## config.mk

```make
export PLATFORM = sky130hd
export DESIGN_NAME = menu_sequencer
export DESIGN_NICKNAME = d
export VERILOG_FILES = /design/src/rtl/menu_pkg.sv /design/src/rtl/btn_release_detect.sv /design/src/rtl/menu_sequencer.sv
export SDC_FILE = /design/constraint.sdc
export NUM_CORES = 1
export LEC_CHECK = 0
export CAP_MARGIN = 5
export CELL_PAD_IN_SITES_DETAIL_PLACEMENT = 1
export CELL_PAD_IN_SITES_GLOBAL_PLACEMENT = 2
export CORE_MARGIN = 10
export CORE_UTILIZATION = 40
export DETAILED_ROUTE_END_ITERATION = 6
export GPL_ROUTABILITY_DRIVEN = 0
export HOLD_SLACK_MARGIN = 0.08
export MAX_ROUTING_LAYER = met4
export PLACE_DENSITY_LB_ADDON = 0.1
export SETUP_SLACK_MARGIN = 0.3
export SKIP_CTS_REPAIR_TIMING = 1
export SLEW_MARGIN = 0
export SYNTH_ARGS = -nofsm -noshare
export SYNTH_HDL_FRONTEND = slang
export SYNTH_SLANG_ARGS = --single-unit
export TNS_END_PERCENT = 5
```

## constraint.sdc

```tcl
create_clock -name clock -period 5.5 [get_ports clock]
set_input_delay 1.1 -clock clock [delete_from_list [all_inputs] [get_ports clock]]
set_output_delay 1.1 -clock clock [all_outputs]
set_load 0.01 [all_outputs]
```

## src/rtl/menu_pkg.sv

```systemverilog
// Shared encodings for the menu sequencer: FSM states, conditioner states,
// app ids and the bit positions of the three button events.
package menu_pkg;

  typedef enum logic [1:0] {
    S_MENU   = 2'd0,
    S_ENTER  = 2'd1,
    S_ACTIVE = 2'd2
  } state_e;

  typedef enum logic {
    C_IDLE  = 1'b0,
    C_ARMED = 1'b1
  } cond_e;

  localparam int APP_MENU  = 0;
  localparam int APP_FIRST = 1;
  localparam int APP_GIF   = 7;

  localparam int EV_R = 0;
  localparam int EV_L = 1;
  localparam int EV_C = 2;
  localparam int NUM_BTN = 3;

endpackage

```

## src/rtl/btn_release_detect.sv

```systemverilog
// Turns a button into a single-cycle release event once it has stayed low
// for RELEASE_CYCLES consecutive cycles after a press.
module btn_release_detect
  import menu_pkg::*;
#(
  parameter int RELEASE_CYCLES = 6_250_000
) (
  input  logic clock,
  input  logic reset,
  input  logic btn,
  output logic ev
);

  localparam int CW = $clog2(RELEASE_CYCLES + 1);

  cond_e         st_q, st_d;
  logic [CW-1:0] cnt_q, cnt_d;

  always_ff @(posedge clock) begin
    if (reset) begin
      st_q  <= C_IDLE;
      cnt_q <= '0;
    end else begin
      st_q  <= st_d;
      cnt_q <= cnt_d;
    end
  end

  // ev fires in the cycle whose low sample completes the window
  always_comb begin
    st_d  = st_q;
    cnt_d = cnt_q;
    ev    = 1'b0;
    case (st_q)
      C_IDLE: begin
        if (btn) begin
          st_d  = C_ARMED;
          cnt_d = '0;
        end
      end
      C_ARMED: begin
        if (btn) begin
          cnt_d = '0;
        end else if (cnt_q == CW'(RELEASE_CYCLES - 1)) begin
          ev    = 1'b1;
          st_d  = C_IDLE;
          cnt_d = '0;
        end else begin
          cnt_d = cnt_q + CW'(1);
        end
      end
      default: begin
        st_d  = C_IDLE;
        cnt_d = '0;
      end
    endcase
  end

endmodule

```

## src/rtl/menu_sequencer.sv

```systemverilog
// App sequencer: three release detectors feed a menu FSM that moves the
// cursor, enters an app with a timed app_rst pulse, and returns on back.
module menu_sequencer
  import menu_pkg::*;
#(
  parameter int RELEASE_CYCLES   = 6_250_000,
  parameter int NUM_APPS         = 8,
  parameter int STATE_W          = 3,
  parameter int ENTRY_RST_CYCLES = 4
) (
  input  logic                clock,
  input  logic                reset,
  input  logic                btnC,
  input  logic                btnL,
  input  logic                btnR,
  output logic [STATE_W-1:0]  machine_state,
  output logic [STATE_W-1:0]  menu_cursor,
  output logic [NUM_APPS-1:0] app_en,
  output logic                app_rst,
  output logic                busy
);

  localparam int RW = $clog2(ENTRY_RST_CYCLES + 1);
  localparam logic [STATE_W-1:0] CUR_MIN = STATE_W'(APP_FIRST);
  localparam logic [STATE_W-1:0] CUR_MAX = STATE_W'(NUM_APPS - 1);

  logic [NUM_BTN-1:0] ev;

  btn_release_detect #(.RELEASE_CYCLES(RELEASE_CYCLES)) u_det [NUM_BTN-1:0] (
    .clock (clock),
    .reset (reset),
    .btn   ({btnC, btnL, btnR}),
    .ev    (ev)
  );

  state_e             st_q, st_d;
  logic [STATE_W-1:0] ms_q, ms_d;
  logic [STATE_W-1:0] cur_q, cur_d;
  logic [RW-1:0]      rcnt_q, rcnt_d;
  logic               rst_q, rst_d;
  logic               busy_q, busy_d;

  always_ff @(posedge clock) begin
    if (reset) begin
      st_q   <= S_MENU;
      ms_q   <= STATE_W'(APP_MENU);
      cur_q  <= CUR_MIN;
      rcnt_q <= '0;
      rst_q  <= 1'b0;
      busy_q <= 1'b0;
    end else begin
      st_q   <= st_d;
      ms_q   <= ms_d;
      cur_q  <= cur_d;
      rcnt_q <= rcnt_d;
      rst_q  <= rst_d;
      busy_q <= busy_d;
    end
  end

  always_comb begin
    st_d   = st_q;
    ms_d   = ms_q;
    cur_d  = cur_q;
    rcnt_d = rcnt_q;
    rst_d  = rst_q;
    busy_d = busy_q;
    case (st_q)
      S_MENU: begin
        if (ev[EV_C]) begin
          ms_d   = cur_q;
          rst_d  = 1'b1;
          busy_d = 1'b1;
          rcnt_d = '0;
          st_d   = S_ENTER;
        end else if (ev[EV_L]) begin
          cur_d = (cur_q == CUR_MIN) ? CUR_MAX : cur_q - STATE_W'(1);
        end else if (ev[EV_R]) begin
          cur_d = (cur_q == CUR_MAX) ? CUR_MIN : cur_q + STATE_W'(1);
        end
      end
      // rcnt counts app_rst-high cycles; the first one is rcnt==0
      S_ENTER: begin
        if (rcnt_q == RW'(ENTRY_RST_CYCLES - 1)) begin
          rst_d  = 1'b0;
          busy_d = 1'b0;
          rcnt_d = '0;
          st_d   = S_ACTIVE;
        end else begin
          rcnt_d = rcnt_q + RW'(1);
        end
      end
      S_ACTIVE: begin
        if (ev[EV_L]) begin
          ms_d = STATE_W'(APP_MENU);
          st_d = S_MENU;
        end
      end
      default: begin
        st_d   = S_MENU;
        ms_d   = STATE_W'(APP_MENU);
        rst_d  = 1'b0;
        busy_d = 1'b0;
      end
    endcase
  end

  assign machine_state = ms_q;
  assign menu_cursor   = cur_q;
  assign app_en        = NUM_APPS'(1) << ms_q;
  assign app_rst       = rst_q;
  assign busy          = busy_q;

endmodule

```

; Word level (Yosys, flattened, before mapping)
; Index checks and enable logic that the tools add are counted.
[classes]
add_sub_neg = 6
eq_ne = 14
shifts = 1
mux = 50
n_bitwise = 6
n_reduce_logical = 8
[ops]
columns = cell, n
row1 = $mux W23, 9
row2 = $pmux W23 S2, 3
row3 = $add A23 B1 Y23 const B, 3
row4 = $eq A23 B23 Y1 const B, 3
row5 = $mux W3, 8
row6 = $mux W1, 20
row7 = $reduce_and A3 Y1, 4
row8 = $pmux W3 S3, 1
row9 = $ne A2 B2 Y1 const B, 4
row10 = $shl A1 B3 Y8 const A, 1
row11 = $add A3 B1 Y3 const B, 2
row12 = $mux W2, 3
row13 = $not A1 Y1, 6
row14 = $pmux W1 S2, 3
row15 = $pmux W2 S3, 1
row16 = $pmux W3 S2, 1
row17 = $ne A2 B1 Y1 const B, 2
row18 = $reduce_bool A2 Y1, 2
row19 = $eq A3 B1 Y1 const B, 1
row20 = $eq A3 B2 Y1 const B, 1
row21 = $eq A3 B3 Y1 const B, 1
row22 = $pmux W1 S3, 1
row23 = $sub A3 B1 Y3 const B, 1
row24 = $eq A2 B1 Y1 const B, 1
row25 = 3 further kinds, 3
[totals]
register_bits = 84
inputBits = 5
wordCells = 96

; Logic depth before layout (Yosys ltp)
; Gate-level depths: netlist (run 1).
[logic_depth]
ltp_word = 6
depth_mapped = 7
ltp_nobuf = 7

; By module
; A second synthesis (run 1) with hierarchy kept.
[unflattened]
cells_unflattened = 596
hier_area_um2 = 4834.6
[modules_own_cells]
columns = mod, instances, cells_per_inst, area_each_um2
row1 = btn_release_detect, 3, 170, 1358.8
row2 = menu_sequencer, 1, 86, 758.2

; Worst setup path after synthesis (run 1)
; Ideal clock, no wire load.
[synth_timing]
path_kind = in2reg
start = input reset
end = register u_det[2].cnt_q[17]
setup_ns = 0.079
arrival_time_ns = 2.234
required_time_ns = 5.421
setup_slack_ns = 3.187
path_stages = 6
n_path_buf = 2
path_cell_list = clkbuf_1 nor2_1 o311a_1 clkbuf_1 nand3_1 o211ai_1
[synth_rtl]
columns = element, line_no
row1 = from (decl), menu_sequencer.sv:12  ; input logic reset,
row2 = to (signal assigned), btn_release_detect.sv:25  ; cnt_q <= cnt_d;
row3 = to (decl), btn_release_detect.sv:17  ; logic [CW-1:0] cnt_q, cnt_d;

==> impl_metrics.py, run 1 <==
metrics = {
    "critical_path": {
        "required_ps": 5780,
        "path_class": "in2reg",
        "reg2reg_depth": 6,
        "path_max_fanout": 23,
        "setup.worst_path.start": "reset",
        "critPathMostFrequentCell": "buf_4",
        "worstSetupEndpointType": "flip-flop",
        "worstSetupStartpointType": "input port",
        "worst_path_largest_cell_delay_ps": 690,
        "reg2reg_from": "u_det[1].cnt_q[16]$_SDFFE_PP0P_",
        "slowest_stage": "a21oi_2",
        "cp.arrival_ps": 3480,
        "worstPathCellList": "clkdlybuf4s50_1 > buf_4 > nor2_1 > nand2_1 > a21oi_2 > buf_4 > or3b_1 > nand3_1",
    },
    "min_path": {
        "hp-class": "reg2reg",
        "hold_start": "rcnt_q[2]$_SDFFE_PP0P_",
        "min_path_cells": 1,
    },
    "route": {
        "drc": 0,
        "wirelength_um": 12100,
        "detail_route.first_pass.iterations": 4,
        "wl_per_cell_um": 16.6,
        "drt_iter0_drc": 249,
        "vias": 4294,
        "viasPerCell": 5.91,
        "ant_nets": 0,
    },
    "die": {
        "die_y_um": 127,
        "die-area_um2": 16200,
        "coreArea_um2": 11400,
        "boundaryPins": 21,
        "dieWidth_um": 127,
        "start_util_pct": 40.6,
        "row_count": 39,
    },
    "synthesis": {
        "ys.flop_type": "dfxtp_1",
        "yosys_warnings": 0,
        "async_reset_ff_share_pct": 0,
        "avgSynthCellArea_um2": 8.08,
        "synth_nets": 584,
        "syn_inst": 571,
        "yosys.area.top_type": "dfxtp_1",
        "synth_edf_count": 0,
        "synth_top_area_share_pct": 36.5,
        "seq_area_frac_synth_pct": 36.5,
        "synth_area_um2": 4610,
        "synth_cell_types": 73,
        "netlist_top_cells_area": "dfxtp_1, nand2_1, a31oi_1, a21oi_1, nand3_1",
        "ys_ff_latch": 84,
    },
    "status": {
        "outcome": "complete, no violations",
    },
    "clocking": {
        "clkLatencyLatePin_ps": 340,
        "clk_pin_slew_ps": 60,
        "clockBufferDepth": 2,
        "cts_root_buf": "clkbuf_16",
        "cts_tree": "built",
        "cts_buffers": 9,
        "clkSinkCount": 84,
        "htree_num_levels": 3,
    },
    "global_route": {
        "grt_pass1_wl_um": 20600,
        "antenna_found_initial": 0,
        "grt_max_degree": 25,
        "grt_pass1_vias": 4279,
        "grt_usage_pct": 15.4,
        "grt_overflow_total": 0,
    },
    "placement": {
        "port_buffers": 20,
        "place_inst": 712,
        "post-dp-hpwl_um": 8450,
    },
    "pwr": {
        "leakage_nw": 1.74,
        "power_mw": 1.21,
        "peakVddDrop_mv": 0.169,
        "cellPowerDensity_nw_per_um2": 234,
    },
    "sta": {
        "clock.fmax_ghz": 0.312,
        "finalHoldViolCount": 0,
        "finalCritPeriodShare_pct": 58.2,
        "fin_crit_ps": 3200,
        "tns_ps": 0,
        "max_slew_margin_pct": 27.6,
        "rsz0062_at_grt": "no",
        "slew_viol_final": 0,
        "max_slew.worst_pin.slew_ps": 1080,
        "fin_skew_ps": 6.90,
        "setup_viol": 0,
    },
    "run": {
        "max_cap_violations": 0,
    },
    "layout": {
        "mostFrequentLayoutCells": "dfxtp_1, nand2_1, a21oi_1",
        "syn2layout_area_growth_pct": 11.9,
        "drive_above_1_share_pct": 6.51,
        "antennaDiodeCount": 0,
        "finalNonFillerCells": 727,
        "nNetsFinal": 593,
        "layout_commonest_cell": "dfxtp_1",
    },
}
-- metal layers --
layer	share of wire [%]	track usage, %
met2	46	24.2
met1	50	19.3
met5	0	-
met3	2.6	2.69
met4	1.5	5.83
-- kinds of logic after synthesis --
group,Yosys count,share of synthesized area (%)
adder cells (fa/ha/maj),8,2.17
flip-flops,84,36.5
multiplexers,7,1.57
AO/OA/AOI/OAI,161,23.1
XOR/XNOR,5,0.949
AND/OR/NAND/NOR,256,31.1
buffers and inverters,50,4.64
-- Yosys cell counts, types with 2 or more instances --
master / count
nor4bb_1: 2
buf_4: 2
inv_1: 23
mux2_2: 2
nor2b_1: 5
nor2_1: 34
o21ai_0: 32
a211oi_1: 5
a21o_1: 8
buf_2: 8
or4_1: 6
a21oi_1: 39
o211ai_1: 11
clkbuf_1: 13
o311a_1: 2
and3_1: 13
a22o_1: 5
a21boi_0: 2
nor3_1: 18
a41oi_1: 2
nand3_1: 32
and2_1: 2
a221o_1: 3
xor2_1: 5
or3_1: 14
nand4_1: 20
o21a_1: 3
a31oi_1: 32
nor3b_1: 6
o31a_1: 2
nand2b_1: 6
mux2i_1: 5
dfxtp_1: 84
ha_1: 8
and4_1: 9
nor4_1: 6
nand2_1: 65
nor4_4: 2
-- cell type report --
class                   count  area [um^2]
well taps                 143          179
flip-flops and latches     84         1680
inverters                  24         90.1
multi-input cells         437         2730
clock buffers              12          236
repair buffers             24          230
fillers                  1352         6210
clock inverters             3         15.0
-- state kept, by name (all words and copies together), names as in the netlist --
name	count
u_det.cnt_q	69
machine_state	3
menu_cursor	3
rcnt_q	3
u_det.st_q	3
st_q	2
busy	1
-- stage by stage --
stage / cell area (um^2) / hold WS (ps) / setup slack, ps / utilization (%)
after floorplan: 4610 / 427 / 3190 / -
after global placement: 4910 / 435 / 2030 / 43.2
after detailed placement: 4910 / 438 / 1920 / 43.2
after CTS: 5160 / 446 / 2290 / 45.4
after global routing: 5160 / 460 / 2090 / 45.4
final: 5160 / 443 / 2300 / 45.4
-- report_power, final --
part | internal (mW) | switching [mW]
Sequential | 0.612 | 0.00547
Combinational | 0.0155 | 0.0318
Clock | 0.302 | 0.242
-- worst paths after layout --
check	end	slack, ps
max	u_det[1].cnt_q[12]$_SDFFE_PP0P_	2300
min	rcnt_q[2]$_SDFFE_PP0P_	440
max reg2reg	u_det[1].cnt_q[12]$_SDFFE_PP0P_	2950
min reg2reg	rcnt_q[2]$_SDFFE_PP0P_	440
-- critical path: cells and delay by family --
| kind | cells | cell delay [ps] |
|---|---|---|
| AOI/OAI and AO/OA | 1 | 690 |
| buffers and inverters | 3 | 940 |
| and+or+nand+nor | 4 | 740 |
(Power assumes the default switching activity.)
==> inputs of run 2 (changes only) <==
Settings changed: CORE_UTILIZATION 40 to 37.
Clock period 5.5 ns to 3.1 ns, I/O delays scaled along.
==> run 2 against run 1 <==
Compared with the run above: critical path depth down 3; sequential share of layout area down 0.47 points; register-to-register slack worse by 2300 ps; largest cell class unchanged; via count up 1.7%; highest routed layer unchanged; combinational power up 84%; setup slack worse by 1700 ps; first-iteration DRC count up 24%.
==> impl_metrics.py, run 2 (synthesis gave the netlist of run 1 again) <==
metrics = {
    "status": {
        "outcome": "complete, no violations",
    },
    "pwr": {
        "cellPowerDensity_nw_per_um2": 413,
        "power_mw": 2.16,
        "peakVddDrop_mv": 0.291,
        "leakage_nw": 1.77,
    },
    "global_route": {
        "grt_overflow_total": 0,
        "grt_usage_pct": 14.0,
        "grt_pass1_vias": 4136,
        "grt_pass1_wl_um": 20200,
        "grt_max_degree": 38,
        "antenna_found_initial": 0,
    },
    "layout": {
        "syn2layout_area_growth_pct": 13.5,
        "top_register": "u_det.cnt_q",
        "utilization_pct": 43.2,
        "nNetsFinal": 597,
        "multi_input_area_um2": 2720,
        "finalNonFillerCells": 756,
        "antennaDiodeCount": 0,
        "nFillCells": 1446,
        "largest_reg_flops": 69,
        "seqCellArea_um2": 1680,
        "drive_above_1_share_pct": 7.48,
        "mostFrequentLayoutCells": "dfxtp_1, nand2_1, a21oi_1",
        "layout_commonest_cell": "dfxtp_1",
    },
    "clocking": {
        "cts_buffers": 9,
        "htree_num_levels": 3,
        "cts_root_buf": "clkbuf_16",
        "cts_tree": "built",
        "clk_pin_slew_ps": 60,
        "clkSinkCount": 84,
        "clkLatencyLatePin_ps": 350,
        "clockBufferDepth": 2,
    },
    "critical_path": {
        "worstSetupStartpointType": "flip-flop",
        "path_class": "reg2reg",
        "reg2reg_depth": 5,
        "reg2reg_setup_slack_ps": 620,
        "worstSetupEndpointType": "flip-flop",
        "reg2reg_from": "u_det[2].cnt_q[14]$_SDFFE_PP0P_",
        "cp.arrival_ps": 2710,
        "path_max_fanout": 14,
        "r2r_end": "u_det[2].cnt_q[9]$_SDFFE_PP0P_",
        "required_ps": 3340,
    },
    "sta": {
        "finalCritPeriodShare_pct": 79.8,
        "clock.fmax_ghz": 0.404,
        "rsz0062_at_grt": "no",
        "fin_skew_ps": 10.3,
        "slew_viol_final": 0,
        "max_slew.worst_pin.slew_ps": 1040,
        "setup_viol": 0,
        "finalHoldViolCount": 0,
        "max_slew_margin_pct": 30.0,
        "fin_crit_ps": 2480,
        "tns_ps": 0,
    },
    "die": {
        "row_count": 40,
        "dieWidth_um": 132,
        "die-area_um2": 17300,
        "start_util_pct": 38.1,
        "die_y_um": 132,
        "boundaryPins": 21,
        "coreArea_um2": 12100,
    },
    "route": {
        "wl_per_cell_um": 15.9,
        "ant_nets": 0,
        "drt_iter0_drc": 309,
        "wirelength_um": 12000,
        "viasPerCell": 5.78,
        "vias": 4368,
        "drc": 0,
        "detail_route.first_pass.iterations": 4,
    },
    "placement": {
        "place_inst": 741,
        "post-dp-hpwl_um": 8530,
        "port_buffers": 20,
    },
    "min_path": {
        "hold_path_end": "rcnt_q[2]$_SDFFE_PP0P_",
        "hold_start": "rcnt_q[2]$_SDFFE_PP0P_",
        "hp-class": "reg2reg",
        "min_path_cells": 1,
    },
    "run": {
        "max_cap_violations": 0,
    },
}
run 2: changes by cell type in the layout (fill, tap and decap cells not counted), sizes merged:
cell and delta:
buf +4, clkinv +2, clkinvlp +1, clkbuf -3
run 2: cell type report:
type / count / share of cell area, %
sequential: 84 / 32.1
inverter: 24 / 1.72
clock buffer: 9 / 4.30
clock inverter: 6 / 0.622
tap: 168 / 4.02
multi-input combinational: 437 / 52.0
timing repair buffer: 28 / 5.21
run 2: stage by stage:
stage | setup WS (ps) | hold WS, ps | instance area, um^2
floorplan | 1250 | 427 | 4610
global placement | 560 | 441 | 4980
detailed placement | 566 | 453 | 4980
CTS | 603 | 461 | 5230
global route | 357 | 493 | 5230
finish | 625 | 459 | 5230
run 2: worst max path at each step:
stage	startpoint	slack [ps]	depth (start not counted)	end
2_1_floorplan	u_det[2].cnt_q[5]$_SDFFE_PP0P_	1250	6	u_det[2].cnt_q[22]$_SDFFE_PP0P_
3_3_place_gp	u_det[2].cnt_q[14]$_SDFFE_PP0P_	560	5	u_det[2].cnt_q[9]$_SDFFE_PP0P_
3_5_place_dp	reset	570	6	u_det[2].cnt_q[11]$_SDFFE_PP0P_
4_1_cts	u_det[2].cnt_q[14]$_SDFFE_PP0P_	600	5	u_det[2].cnt_q[9]$_SDFFE_PP0P_
5_1_grt	u_det[2].cnt_q[14]$_SDFFE_PP0P_	360	5	u_det[2].cnt_q[9]$_SDFFE_PP0P_
6_report	u_det[2].cnt_q[14]$_SDFFE_PP0P_	620	5	u_det[2].cnt_q[9]$_SDFFE_PP0P_
run 2: critical path: stages, from the launching register on:
cell and delay [ps]:
dfxtp_1 390, nor4bb_1 510, nand2_1 210, o311ai_2 840, o21ai_0 210, a21o_1 210
run 2: report_power, final:
part,switching (mW),internal [mW]
registers,0.0101,1.09
clock network,0.450,0.531
logic,0.0569,0.0303
total,0.517,1.65
run 2: routing by layer:
layer	up-vias	wire (um)	GRT usage [%]	part of all wire (%)
li1	2170	-	-	-
met1	2136	5900	17.3	49
met2	54	5600	22.0	47
met3	8	441	3.89	3.7
met4	0	76	3.40	0.63
met5	-	0	-	0
